--- src/rtl/seg7_scan_display_pkg.sv ---
// Shared constants for the multiplexed 7-segment display path.
// Patterns are active-high, bit 0 = segment a .. bit 6 = segment g.
package seg7_scan_display_pkg;

   localparam logic [6:0] SEG_0     = 7'h3F;
   localparam logic [6:0] SEG_1     = 7'h06;
   localparam logic [6:0] SEG_2     = 7'h5B;
   localparam logic [6:0] SEG_3     = 7'h4F;
   localparam logic [6:0] SEG_4     = 7'h66;
   localparam logic [6:0] SEG_5     = 7'h6D;
   localparam logic [6:0] SEG_6     = 7'h7D;
   localparam logic [6:0] SEG_7     = 7'h07;
   localparam logic [6:0] SEG_8     = 7'h7F;
   localparam logic [6:0] SEG_9     = 7'h6F;
   localparam logic [6:0] SEG_DASH  = 7'h40;
   localparam logic [6:0] SEG_BLANK = 7'h00;

   typedef enum logic [1:0] {
      ST_IDLE  = 2'd0,
      ST_SHIFT = 2'd1,
      ST_DONE  = 2'd2
   } state_e;

   // Smallest r with 2**r >= v; returns 0 for v <= 1.
   function automatic int clog2(input int v);
      int r;
      r = 0;
      while ((1 << r) < v) r++;
      return r;
   endfunction

endpackage

--- src/rtl/seg7_digit_decode.sv ---
// One BCD nibble to an active-high 7-segment pattern.
// Dash wins over blank; nibbles 10-15 decode blank.
module seg7_digit_decode
   import seg7_scan_display_pkg::*;
(
   input  logic [3:0] nib,
   input  logic       blank,
   input  logic       dash,
   output logic [6:0] pat
);

   // Pattern lookup with dash/blank overrides
   always_comb begin
      pat = SEG_BLANK;
      if (dash) begin
         pat = SEG_DASH;
      end else if (!blank) begin
         case (nib)
            4'd0:    pat = SEG_0;
            4'd1:    pat = SEG_1;
            4'd2:    pat = SEG_2;
            4'd3:    pat = SEG_3;
            4'd4:    pat = SEG_4;
            4'd5:    pat = SEG_5;
            4'd6:    pat = SEG_6;
            4'd7:    pat = SEG_7;
            4'd8:    pat = SEG_8;
            4'd9:    pat = SEG_9;
            default: pat = SEG_BLANK;
         endcase
      end
   end

endmodule

--- src/rtl/seg7_scan_display.sv ---
// Iterative binary-to-BCD converter feeding a double-buffered,
// time-multiplexed 7-segment display with blanking and overflow dash.
module seg7_scan_display
   import seg7_scan_display_pkg::*;
#(
   parameter int BITS       = 14,
   parameter int DIGITS     = 4,
   parameter int SCAN_DIV   = 50000,
   parameter int BLANK_LZ   = 1,
   parameter int ACTIVE_LOW = 1
) (
   input  logic                  clk,
   input  logic                  rst,
   input  logic                  load,
   input  logic [BITS-1:0]       value,
   output logic                  busy,
   output logic                  valid,
   output logic [4*DIGITS-1:0]   bcd,
   output logic                  overflow,
   output logic [6:0]            seg,
   output logic [DIGITS-1:0]     an
);

   localparam int AW = 4 * DIGITS;
   localparam int CW = clog2(BITS + 1);
   localparam int SW = clog2(SCAN_DIV);
   localparam int IW = (DIGITS > 1) ? clog2(DIGITS) : 1;

   state_e state_q, state_d;

   logic [BITS-1:0] sreg_q, sreg_d;
   logic [AW-1:0]   acc_q, acc_d;
   logic [CW-1:0]   cnt_q, cnt_d;
   logic            ovf_acc_q, ovf_acc_d;
   logic [AW-1:0]   bcd_q, bcd_d;
   logic            ovf_q, ovf_d;
   logic [AW-1:0]   disp_q, disp_d;
   logic            disp_ovf_q, disp_ovf_d;
   logic [SW-1:0]   scan_cnt_q, scan_cnt_d;
   logic [IW-1:0]   scan_idx_q, scan_idx_d;

   logic [AW-1:0]   acc_adj;
   logic [AW-1:0]   acc_sh;
   logic [BITS-1:0] sreg_sh;
   logic            ovf_sh;
   logic            last_bit;

   logic [3:0]      cur_nib;
   logic            cur_blank;
   logic [6:0]      cur_pat;
   logic [DIGITS-1:0] an_hot;

   // State register
   always_ff @(posedge clk or posedge rst) begin
      if (rst) state_q <= ST_IDLE;
      else     state_q <= state_d;
   end

   // Next-state logic
   always_comb begin
      state_d = state_q;
      unique case (state_q)
         ST_IDLE:  if (load) state_d = ST_SHIFT;
         ST_SHIFT: if (last_bit) state_d = ST_DONE;
         ST_DONE:  state_d = ST_IDLE;
         default:  state_d = ST_IDLE;
      endcase
   end

   // FSM outputs
   always_comb begin
      busy  = 1'b0;
      valid = 1'b0;
      unique case (state_q)
         ST_SHIFT: busy  = 1'b1;
         ST_DONE:  valid = 1'b1;
         default:  ;
      endcase
   end

   // Add-3 correction on every nibble, then one-bit shift of {acc, bin}
   always_comb begin
      acc_adj = acc_q;
      for (int i = 0; i < DIGITS; i++) begin
         if (acc_q[4*i +: 4] >= 4'd5)
            acc_adj[4*i +: 4] = acc_q[4*i +: 4] + 4'd3;
      end
      acc_sh   = {acc_adj[AW-2:0], sreg_q[BITS-1]};
      sreg_sh  = {sreg_q[BITS-2:0], 1'b0};
      ovf_sh   = ovf_acc_q | acc_adj[AW-1];
      last_bit = (cnt_q == CW'(BITS - 1));
   end

   // Conversion datapath; results land as DONE is entered so they
   // are already stable during the valid cycle
   always_comb begin
      sreg_d     = sreg_q;
      acc_d      = acc_q;
      cnt_d      = cnt_q;
      ovf_acc_d  = ovf_acc_q;
      bcd_d      = bcd_q;
      ovf_d      = ovf_q;
      disp_d     = disp_q;
      disp_ovf_d = disp_ovf_q;
      if (state_q == ST_IDLE && load) begin
         sreg_d    = value;
         acc_d     = '0;
         cnt_d     = '0;
         ovf_acc_d = 1'b0;
      end else if (state_q == ST_SHIFT) begin
         sreg_d    = sreg_sh;
         acc_d     = acc_sh;
         cnt_d     = cnt_q + CW'(1);
         ovf_acc_d = ovf_sh;
         if (last_bit) begin
            bcd_d      = acc_sh;
            ovf_d      = ovf_sh;
            disp_d     = acc_sh;
            disp_ovf_d = ovf_sh;
         end
      end
   end

   // Conversion and result registers
   always_ff @(posedge clk or posedge rst) begin
      if (rst) begin
         sreg_q     <= '0;
         acc_q      <= '0;
         cnt_q      <= '0;
         ovf_acc_q  <= 1'b0;
         bcd_q      <= '0;
         ovf_q      <= 1'b0;
         disp_q     <= '0;
         disp_ovf_q <= 1'b0;
      end else begin
         sreg_q     <= sreg_d;
         acc_q      <= acc_d;
         cnt_q      <= cnt_d;
         ovf_acc_q  <= ovf_acc_d;
         bcd_q      <= bcd_d;
         ovf_q      <= ovf_d;
         disp_q     <= disp_d;
         disp_ovf_q <= disp_ovf_d;
      end
   end

   // Scan divider and digit index
   always_comb begin
      scan_cnt_d = scan_cnt_q + SW'(1);
      scan_idx_d = scan_idx_q;
      if (scan_cnt_q == SW'(SCAN_DIV - 1)) begin
         scan_cnt_d = '0;
         if (scan_idx_q == IW'(DIGITS - 1)) scan_idx_d = '0;
         else                               scan_idx_d = scan_idx_q + IW'(1);
      end
   end

   // Scan registers
   always_ff @(posedge clk or posedge rst) begin
      if (rst) begin
         scan_cnt_q <= '0;
         scan_idx_q <= '0;
      end else begin
         scan_cnt_q <= scan_cnt_d;
         scan_idx_q <= scan_idx_d;
      end
   end

   // Select the scanned nibble; blank it if it and all higher are zero
   always_comb begin
      cur_nib   = 4'd0;
      cur_blank = (BLANK_LZ != 0) && (scan_idx_q != '0);
      an_hot    = '0;
      for (int i = 0; i < DIGITS; i++) begin
         an_hot[i] = (IW'(i) == scan_idx_q);
         if (IW'(i) == scan_idx_q) cur_nib = disp_q[4*i +: 4];
         if (i >= int'(scan_idx_q) && disp_q[4*i +: 4] != 4'd0)
            cur_blank = 1'b0;
      end
   end

   seg7_digit_decode u_dec (
      .nib   (cur_nib),
      .blank (cur_blank),
      .dash  (disp_ovf_q),
      .pat   (cur_pat)
   );

   assign bcd      = bcd_q;
   assign overflow = ovf_q;
   assign seg      = (ACTIVE_LOW != 0) ? ~cur_pat : cur_pat;
   assign an       = (ACTIVE_LOW != 0) ? ~an_hot : an_hot;

endmodule
--- config.mk ---
export PLATFORM = sky130hd
export DESIGN_NAME = seg7_scan_display
export DESIGN_NICKNAME = d
export VERILOG_FILES = /design/src/rtl/seg7_scan_display_pkg.sv /design/src/rtl/seg7_digit_decode.sv /design/src/rtl/seg7_scan_display.sv
export SDC_FILE = /design/constraint.sdc
export NUM_CORES = 1
export LEC_CHECK = 0
export BUFFER_PORTS_ARGS = -buffer_cell sky130_fd_sc_hd__buf_2
export CORE_MARGIN = 3
export CORE_UTILIZATION = 55
export DETAILED_ROUTE_END_ITERATION = 12
export PLACE_DENSITY = 0.76
export RECOVER_POWER = 50
export SYNTH_ARGS = -nofsm -noshare
export SYNTH_HDL_FRONTEND = slang
export SYNTH_SLANG_ARGS = --single-unit
--- constraint.sdc ---
create_clock -name clk -period 4.5 [get_ports clk]
set_clock_uncertainty 0.2 [all_clocks]
set_input_delay 0.9 -clock clk [delete_from_list [all_inputs] [get_ports clk]]
set_output_delay 0.9 -clock clk [all_outputs]
set_load 0.02 [all_outputs]
==> qor.yml <==
antenna_found_initial: 0
cp_slowest_cell: "a21oi_1"
start_util: 0.582
critPathKind: "register to output pin"
async_reset_ff_frac: 1.00
grt-ovfl-total: 0
worst_slew_pin_slew_ps: 1950
grt_max_degree: 54
htree_levels: 3
period_needed_ps: 4000
met3_usage: 0.0378
cp_max_fo: 8
syn_to_final_growth_pct: 13.3
ys_ff_latch: 72
top_level_ports: 47
start_kind: "register"
slew_violations: 54
rows: 29
drt_first_pass_iters: 4
cts_hold_buf: 0
synth.area.top_cells: "dfrtp_1, ha_1, nand2_1"
cpPeakStageDelay_ps: 480
setup_ws_ps: 496
yosys.area.top_type_share: 0.476
yosysSeqAreaShare: 0.476
grt_first_pass_wirelength_mm: 13.2
die_area_mm2: 0.00791
postPlaceCellArea_mm2: 0.00409
ys_types: 50
antenna_left: 0
place.port_buffers: 46
drtIter0Drc: 108
p_leak_uw: 0.00207
gp_congestion: 0.837
max_freq_mhz: 250
num_antenna_cells: 0
drc: 0
dieWidth_um: 88.9
final_common_cell: "dfrtp_1"
grt_use_total: 0.217
routed_wl_mm: 7.94
yosys.area.top_type: "dfrtp_1"
grt_util_met2: 0.337
slew-limit-headroom: -0.301
viasPerCell: 5.62
ir_drop_v: 0.000368
cts_resized: 0
wl_per_cell_um: 14.8
core_area_mm2: 0.00649
numCtsBuffers: 9
synthCells: 405
arrival_ps: 2900
clkLatencyLatePin_ps: 340
dpl.hpwl_mm: 5.63
required_ps: 3400
yosysWarnings: 0
clockBufferDepth: 2
met1_usage: 0.304
holdWs_ps: 284
violations: "max-capacitance violations, max-slew violations"
hold_class: "register to register"
nets: 491
via_count: 3005
hold_viol: 0
fin_area_mm2: 0.00429
outcome: "finished, violations left"
cp_cell_sequence: "inv_1 > ha_1 > nor2b_2 > a22oi_1 > a21oi_1 > inv_1 > ha_1 > mux2_2 > a31oi_1 > buf_2"
synth_nets: 443
post_cts_buffers: 0
period_share: 0.890
rsz0062_at_grt: "false"
die_h_um: 88.9
synth-main-ff-cell: "dfrtp_1"
cts_tree: "yes"
avgSynthCellArea_um2: 9.34
cap_viol_max_count: 1
synth-edff-count: 0
clockRootBuffer: "clkbuf_8"
path_clk_slew_ps: 70
place_ws_ps: 883
layout_common_cells: "dfrtp_1, nand2_1, buf_2, o21ai_0, nor2_1"
endpoint_kind: "output pin"
cts_num_sinks: 72
grt_pass1_vias: 2836
synth.cell_area_mm2: 0.00378
busiest_layer: "met2"
drive_above_1_share: 0.168
setup_violations: 0
power_density_mw_per_mm2: 662
setup_tns_ps: 0
==> cell usage after synthesis, types with 3 or more instances <==
cell,n
nand3_1,23
xnor2_1,11
dfrtp_1,72
nand2b_1,8
nor3_1,5
mux2_2,6
nor2b_1,3
xor2_1,8
nor3b_1,6
inv_1,21
a21oi_1,13
o21ai_0,28
a22oi_1,16
o22ai_1,4
ha_1,21
nand4_1,4
nand2_1,65
and3_1,3
nor2_1,24
clkbuf_1,11
o21ai_1,18
==> worst max-delay path, delay by kind of cell, from the launching register on <==
kind	cells	cell delay [ps]
and+or+nand+nor	1	190
DFF	1	410
adders and majority gates	2	530
buffers and inverters	3	450
muxes	1	260
AOI/OAI and AO/OA	3	730
==> cells by family after synthesis <==
logic type | after synthesis | share of synthesized area
simple gates | 156 | 0.200
compound gates | 93 | 0.150
flops | 72 | 0.476
buf+inv | 36 | 0.0364
fa+ha+maj | 21 | 0.0695
xor+xnor | 19 | 0.0440
mux | 8 | 0.0235
==> final timing paths <==
| path | start | end | slack [ps] | cells after the start |
|---|---|---|---|---|
| setup / recovery | scan_idx_q[1] | seg[4] | 500 | 10 |
| hold / removal | scan_cnt_q[0] | scan_cnt_q[0] | 280 | 1 |
| setup reg to reg | state_q[0] | sreg_q[2] | 1490 | 7 |
| hold reg to reg | scan_cnt_q[0] | scan_cnt_q[0] | 280 | 1 |
| max in group asynchronous | rst | disp_q[3] | 1950 | 3 |
| min in group asynchronous | rst | scan_cnt_q[11] | 990 | 2 |
==> flip-flops by register name, summed over array words and instances (netlist names) <==
| register | flops |
|---|---|
| cnt_q | 4 |
| sreg_q | 14 |
| scan_idx_q | 2 |
| ovf_acc_q | 1 |
| scan_cnt_q | 16 |
| disp_ovf_q | 1 |
| state_q | 2 |
| acc_q | 16 |
| disp_q | 16 |
==> cell type report <==
| class | count | area (µm²) |
|---|---|---|
| fill | 517 | 2210 |
| multi-input combinational | 297 | 1840 |
| sequential | 72 | 1800 |
| timing repair buffer | 51 | 256 |
| clock buffer | 11 | 151 |
| tap | 77 | 96.3 |
| inverter | 22 | 82.6 |
| clock inverter | 5 | 55.1 |
==> through the flow <==
| step | instances | utilization | power, µW |
|---|---|---|---|
| 4_1_cts | 535 | 0.662 | 2860 |
| 2_1_floorplan | 405 | - | 1960 |
| 3_3_place_gp | 519 | 0.630 | 2270 |
| 5_1_grt | 535 | 0.660 | 3060 |
| 3_5_place_dp | 519 | 0.630 | 2330 |
| 6_report | 535 | 0.660 | 2840 |
==> routing by layer <==
metal | vias up | share of wire | routed length [µm]
met1 | 1435 | 0.47 | 3760
met5 | - | 0 | 0
met4 | 0 | 0.018 | 143
met3 | 12 | 0.039 | 306
met2 | 64 | 0.47 | 3720
li1 | 1494 | - | -
==> power by group <==
| group | switching, µW | internal (µW) |
|---|---|---|
| logic | 774 | 473 |
| clock network | 240 | 284 |
| registers | 200 | 865 |
Note: power is estimated with default switching activity, not from simulation.
